**src/rtl/byte_lane_arbiter.sv**
```systemverilog
// Two-requester round-robin arbiter that serialises 32-bit words onto an 8-bit lane, MSB first.
// Optional parity output is enabled by defining LANE_PARITY_EN.
module byte_lane_arbiter (
  input  logic        clk_4f,
  input  logic        reset_L,
  input  logic        req0,
  input  logic [31:0] data_in0,
  input  logic        req1,
  input  logic [31:0] data_in1,
  output logic        ack0,
  output logic        ack1,
  output logic        valid_out,
  output logic [7:0]  data_out,
  output logic [1:0]  sel,
  output logic        owner,
  output logic        busy
`ifdef LANE_PARITY_EN
  ,
  output logic        parity_out
`endif
);

  typedef enum logic [0:0] {StIdle, StSend} state_e;

  state_e      r_state, w_state_d;
  logic [1:0]  r_cnt, w_cnt_d;
  logic [31:0] r_hold, w_hold_d;
  logic        r_last, w_last_d;

  logic        r_ack0, w_ack0_d;
  logic        r_ack1, w_ack1_d;
  logic        r_valid, w_valid_d;
  logic [7:0]  r_data, w_data_d;
  logic [1:0]  r_sel, w_sel_d;
  logic        r_owner, w_owner_d;
  logic        r_busy, w_busy_d;

  logic        w_arb;
  logic        w_grant;
  logic        w_win;
  logic [31:0] w_word;

  // Arbitration happens in IDLE and on the last byte, so back-to-back words have no bubble.
  assign w_arb   = (r_state == StIdle) || (r_cnt == 2'd3);
  assign w_grant = w_arb && (req0 || req1);
  // On contention the requester not granted last time wins.
  assign w_win   = (req0 && req1) ? ~r_last : req1;

  always_comb begin
    w_state_d = r_state;
    w_cnt_d   = r_cnt;
    w_hold_d  = r_hold;
    w_last_d  = r_last;
    w_owner_d = r_owner;
    w_ack0_d  = 1'b0;
    w_ack1_d  = 1'b0;
    w_valid_d = 1'b0;
    w_busy_d  = 1'b0;
    w_data_d  = 8'h00;
    w_sel_d   = 2'd0;
    w_word    = r_hold;

    if (w_arb) begin
      w_cnt_d = 2'd0;
      if (w_grant) begin
        w_word    = w_win ? data_in1 : data_in0;
        w_state_d = StSend;
        w_hold_d  = w_word;
        w_last_d  = w_win;
        w_owner_d = w_win;
        w_ack0_d  = ~w_win;
        w_ack1_d  = w_win;
        w_valid_d = 1'b1;
        w_busy_d  = 1'b1;
        w_data_d  = w_word[31:24];
      end else begin
        w_state_d = StIdle;
      end
    end else begin
      w_cnt_d   = r_cnt + 2'd1;
      w_valid_d = 1'b1;
      w_busy_d  = 1'b1;
      w_sel_d   = w_cnt_d;
      unique case (w_cnt_d)
        2'd0:    w_data_d = r_hold[31:24];
        2'd1:    w_data_d = r_hold[23:16];
        2'd2:    w_data_d = r_hold[15:8];
        default: w_data_d = r_hold[7:0];
      endcase
    end
  end

  always_ff @(posedge clk_4f or negedge reset_L) begin
    if (!reset_L) begin
      r_state <= StIdle;
      r_cnt   <= 2'd0;
      r_hold  <= 32'h0;
      r_last  <= 1'b1;
      r_ack0  <= 1'b0;
      r_ack1  <= 1'b0;
      r_valid <= 1'b0;
      r_data  <= 8'h00;
      r_sel   <= 2'd0;
      r_owner <= 1'b0;
      r_busy  <= 1'b0;
    end else begin
      r_state <= w_state_d;
      r_cnt   <= w_cnt_d;
      r_hold  <= w_hold_d;
      r_last  <= w_last_d;
      r_ack0  <= w_ack0_d;
      r_ack1  <= w_ack1_d;
      r_valid <= w_valid_d;
      r_data  <= w_data_d;
      r_sel   <= w_sel_d;
      r_owner <= w_owner_d;
      r_busy  <= w_busy_d;
    end
  end

  assign ack0      = r_ack0;
  assign ack1      = r_ack1;
  assign valid_out = r_valid;
  assign data_out  = r_data;
  assign sel       = r_sel;
  assign owner     = r_owner;
  assign busy      = r_busy;

`ifdef LANE_PARITY_EN
  logic r_parity;

  // Idle bytes are forced to zero, so their XOR is already zero.
  always_ff @(posedge clk_4f or negedge reset_L) begin
    if (!reset_L) begin
      r_parity <= 1'b0;
    end else begin
      r_parity <= ^w_data_d;
    end
  end

  assign parity_out = r_parity;
`endif

endmodule
```
**config.mk**
```make
export PLATFORM = sky130hd
export DESIGN_NAME = byte_lane_arbiter
export DESIGN_NICKNAME = d
export VERILOG_FILES = /design/src/rtl/byte_lane_arbiter.sv
export SDC_FILE = /design/constraint.sdc
export NUM_CORES = 1
export LEC_CHECK = 0
export CAP_MARGIN = 20
export CELL_PAD_IN_SITES_DETAIL_PLACEMENT = 0
export CELL_PAD_IN_SITES_GLOBAL_PLACEMENT = 1
export CORE_MARGIN = 1
export CORE_UTILIZATION = 28
export DETAILED_ROUTE_END_ITERATION = 8
export PLACE_DENSITY = 0.77
export SLEW_MARGIN = 20
export SYNTH_ARGS = -nofsm -noshare
export SYNTH_HDL_FRONTEND = slang
export SYNTH_SLANG_ARGS = --single-unit
```
**constraint.sdc**
```tcl
create_clock -name clk_4f -period 1.9 [get_ports clk_4f]
set_input_delay 0.38 -clock clk_4f [delete_from_list [all_inputs] [get_ports clk_4f]]
set_output_delay 0.38 -clock clk_4f [all_outputs]
set_load 0.005 [all_outputs]
```
; ---- After elaboration in Yosys (flattened, before gate mapping)
; Cells that the tools add are included.
[totals]
reg_bits = 48
latch_bits = 0
mem_bits_rw = 0
romBits = 0
inputBits = 68
out_inout_bits = 15
wordCells = 34
n_memories = 0
[classes]
add_sub_neg = 1
n_mul = 0
div_mod_pow = 0
order_cmp = 0
eq_ne = 3
shift = 0
muxes = 12
n_bitwise = 3
n_reduce_logical = 6
[op_table]
columns = operator, n
row1 = $mux 32, 1
row2 = $pmux 8 s3, 1
row3 = $mux 8, 2
row4 = $mux 1, 7
row5 = $eq 2x2->1 const B, 2
row6 = $not 1->1, 3
row7 = $add 2x1->2 const B, 1
row8 = $eq 2x1->1 const B, 1
row9 = $logic_and 1x1->1, 2
row10 = $logic_not 2->1, 1
row11 = $logic_or 1x1->1, 2
row12 = $mux 2, 1
row13 = $reduce_and 2->1, 1

; ---- Longest topological paths before layout
[logic_depth]
ltp_word = 5
mapped_depth = 7
depth_no_buf = 5

; ---- Least setup slack after synthesis
; No wires, ideal clock.
[synth_path]
path_kind = reg-to-reg
start = reg, netlist name sel[0]
end = reg r_hold[12]
setup_ns = 0.126
arrival_ns = 1.611
required_ns = 1.774
slack_ns = 0.163
stages_incl_launch_ff = 8
n_path_buf = 3
path_cell_list = dfrtp_1 > ha_1 > nand2b_4 > buf_6 > and3_4 > buf_6 > buf_6 > a221o_1
[synth_lines]
columns = item, line_no
row1 = end signal: assignment, 109  ; r_hold <= w_hold_d;
row2 = end: declaration, 27  ; logic [31:0] r_hold, w_hold_d;

==> summary.txt <==
CTS
  • Clock buffer count from CTS: 5
  • Clock sink count: 48
  • TritonCTS clock tree: built
  • Post-CTS Hold Buffers: 0
  • Clk pin slew, worst setup/hold paths: 90 ps
  • Clock buffer depth: 2
  • Worst-Skew Late Latency: 310 ps
  • CTS root buf: clkbuf_8
  • Resized cells post-CTS: 0
  • H-tree level count: 2
  • Post-CTS Setup Bufs: 0

Worst setup path
  • Crit end category: register
  • Depth of the most critical reg-to-reg path: 4
  • Worst EP arrival: 1940 ps
  • CP Class: register to register
  • CP Max Fanout: 43
  • Critical Path Start Type: register
  • Req. time, crit path: 2090 ps

Final layout
  • Layout overhead on the synthesized area: 41.61%
  • Layout cell share with drive strength beyond 1: 6.320%
  • Fill cells: 739
  • Fin nets: 341
  • Number of diodes: 0

Global routing
  • Congestion Overflow GR: 0
  • Vias in the first global route: 1909
  • First-pass GRT wire length: 9.508 mm
  • Total track usage: 14.38%
  • Initial antenna violation count: 0
  • Largest net degree at the start of global routing: 49

Timing
  • Slew headroom: 58.92%
  • Final hold viol count: 0
  • Fin. max-slew vios: 0
  • RSZ-0062 raised after global routing: no
  • Least-Margin Pin Slew: 616.2 ps
  • Setup TNS Final: 0 ps
  • Endpoints failing setup: 0
  • Period minus WS final: 1754 ps
  • Setup ws final: 145.7 ps
  • Final period util: 92.33%
  • Skew final: 12.17 ps
  • Fmax: 570.0 MHz

Place
  • Setup WS pre-CTS: 109.6 ps
  • # port buffers: 82
  • DP HPWL: 4.110 mm
  • RD Place Congestion: 0.7051

Route
  • Final ANT Viol Nets: 0
  • DR WL/cell: 16.31 µm
  • Post-Route WL: 6.052 mm
  • Drt pass-1 iters: 4
  • Remaining DRCs: 0
  • Post-DR vias/cell: 5.092
  • Via count: 1889
  • Initial drt markers: 140

Synth
  • Synth Warn #: 0
  • Yosys cell types: 22
  • Post-synth top area share: 50.40%
  • Synth area leader: dfrtp_1
  • Syn avg cell area: 11.79 µm²
  • FF+latch count, synth: 48
  • Mapped cell area: 2333 µm²
  • Mapped Nets: 271
  • Sequential element share of the synthesized area: 51.53%
  • Most area-consuming cells after synthesis: dfrtp_1 (50%), a221o_1 (17%), a21boi_0 (7.7%)
  • Cells after Synth: 198

Floorplan
  • Die Ht: 93.29 µm
  • Core ar.: 7888 µm²
  • Io pins: 83
  • Row Count: 32
  • Die W: 93.29 µm
  • Initial core utilization: 29.58%
  • Die area: 8703 µm²

Pwr
  • Leak: 1.373 nW
  • VDD IR max: 0.5540 mV
  • Total power draw: 0.004670 W
  • PD cells: 1413 nW/µm²

Min path
  • Hold Path Class: primary input to asynchronous set/reset pin

Outcome
  • Status: complete, no violations

Run
  • Max-Cap Viols: 0
==> cells by family after synthesis <==
group | share of synthesized area [%]
simple gates | 3.057
flops | 51.53
fa+ha+maj | 2.681
compound gates | 34.53
buf+inv | 8.204
==> per-layer routing <==
metal | vias up | routed length, µm | track usage (%)
li1 | 908 | - | -
met1 | 915 | 2903 | 20.23
met2 | 59 | 2737 | 21.88
met3 | 7 | 330 | 3.252
met4 | 0 | 80 | 4.615
met5 | - | 0 | 0
==> final cells by class <==
class                   count  area [µm²]  share of cell area (%)
clock buffers               6       72.57                   2.196
clock inverters             2       35.03                   1.060
inverters                  11       41.29                   1.250
multi-input cells         114       939.7                   28.44
flip-flops and latches     48        1202                   36.39
well taps                 102       127.6                   3.862
repair buffers             88       885.9                   26.81
==> synthesized netlist by cell type <==
library cell / number
or2_1: 1
dfrtp_1: 47
clkbuf_1: 10
buf_1: 2
a21oi_1: 16
a221oi_1: 8
nor2_1: 2
a221o_1: 40
a21boi_0: 24
buf_4: 1
a21o_1: 2
nand2_1: 2
ha_1: 5
buf_6: 6
and3_1: 1
and3_4: 1
nand2b_4: 1
nand2b_1: 3
a22oi_1: 8
dfstp_2: 1
inv_1: 11
buf_2: 6
==> state kept, by name, summed over array words and instances, names as in the netlist <==
signal and flops:
data_out 8, busy 1, ack0 1, sel 2
r_hold 32, ack1 1, r_last 1, owner 1
r_state 1
==> cell usage in the layout, fill, tap and decap left out, types with 4 or more instances in the layout <==
| master | synthesis | layout |
|---|---|---|
| a221oi_1 | 8 | 8 |
| a21oi_1 | 16 | 16 |
| buf_4 | 1 | 4 |
| a22oi_1 | 8 | 8 |
| inv_1 | 11 | 11 |
| clkdlybuf4s50_1 | 0 | 81 |
| dfrtp_1 | 47 | 47 |
| a21boi_0 | 24 | 24 |
| ha_1 | 5 | 5 |
| clkbuf_8 | 0 | 5 |
| a221o_1 | 40 | 40 |
==> where the power goes <==
group,total (W),switching [W],internal (W),leakage [nW]
logic,0.00219,0.000988,0.00120,0.728
clock network,0.000739,0.000348,0.000391,0.0552
registers,0.00174,0.000233,0.00150,0.589
==> worst paths after layout <==
path                               from     endpoint  slack, ps
worst max-delay path             sel[1]  data_out[7]        150
worst min-delay path            reset_L         ack1        170
worst max register to register   sel[1]  data_out[7]        150
worst min register to register    owner        owner        490
max in group asynchronous       reset_L   r_hold[23]       1310
min in group clk_4f               owner        owner        490
==> stage by stage <==
stage	instance area (µm²)	hold WS, ps	util, %	std cells
after detailed placement	3197	473.8	40.53	363
final	3304	167.9	41.89	371
after global placement	3197	471.2	40.53	363
after CTS	3304	191.1	41.89	371
after floorplan	2333	84.41	-	198
after global routing	3304	228.0	41.89	371
==> worst max-delay path: stages (launching register included) <==
cell	delay, ps
dfrtp_1	440
ha_1	200
nand2b_4	230
and3_4	350
a221o_1	400
No activity file was read; power rests on OpenSTA's default activity.
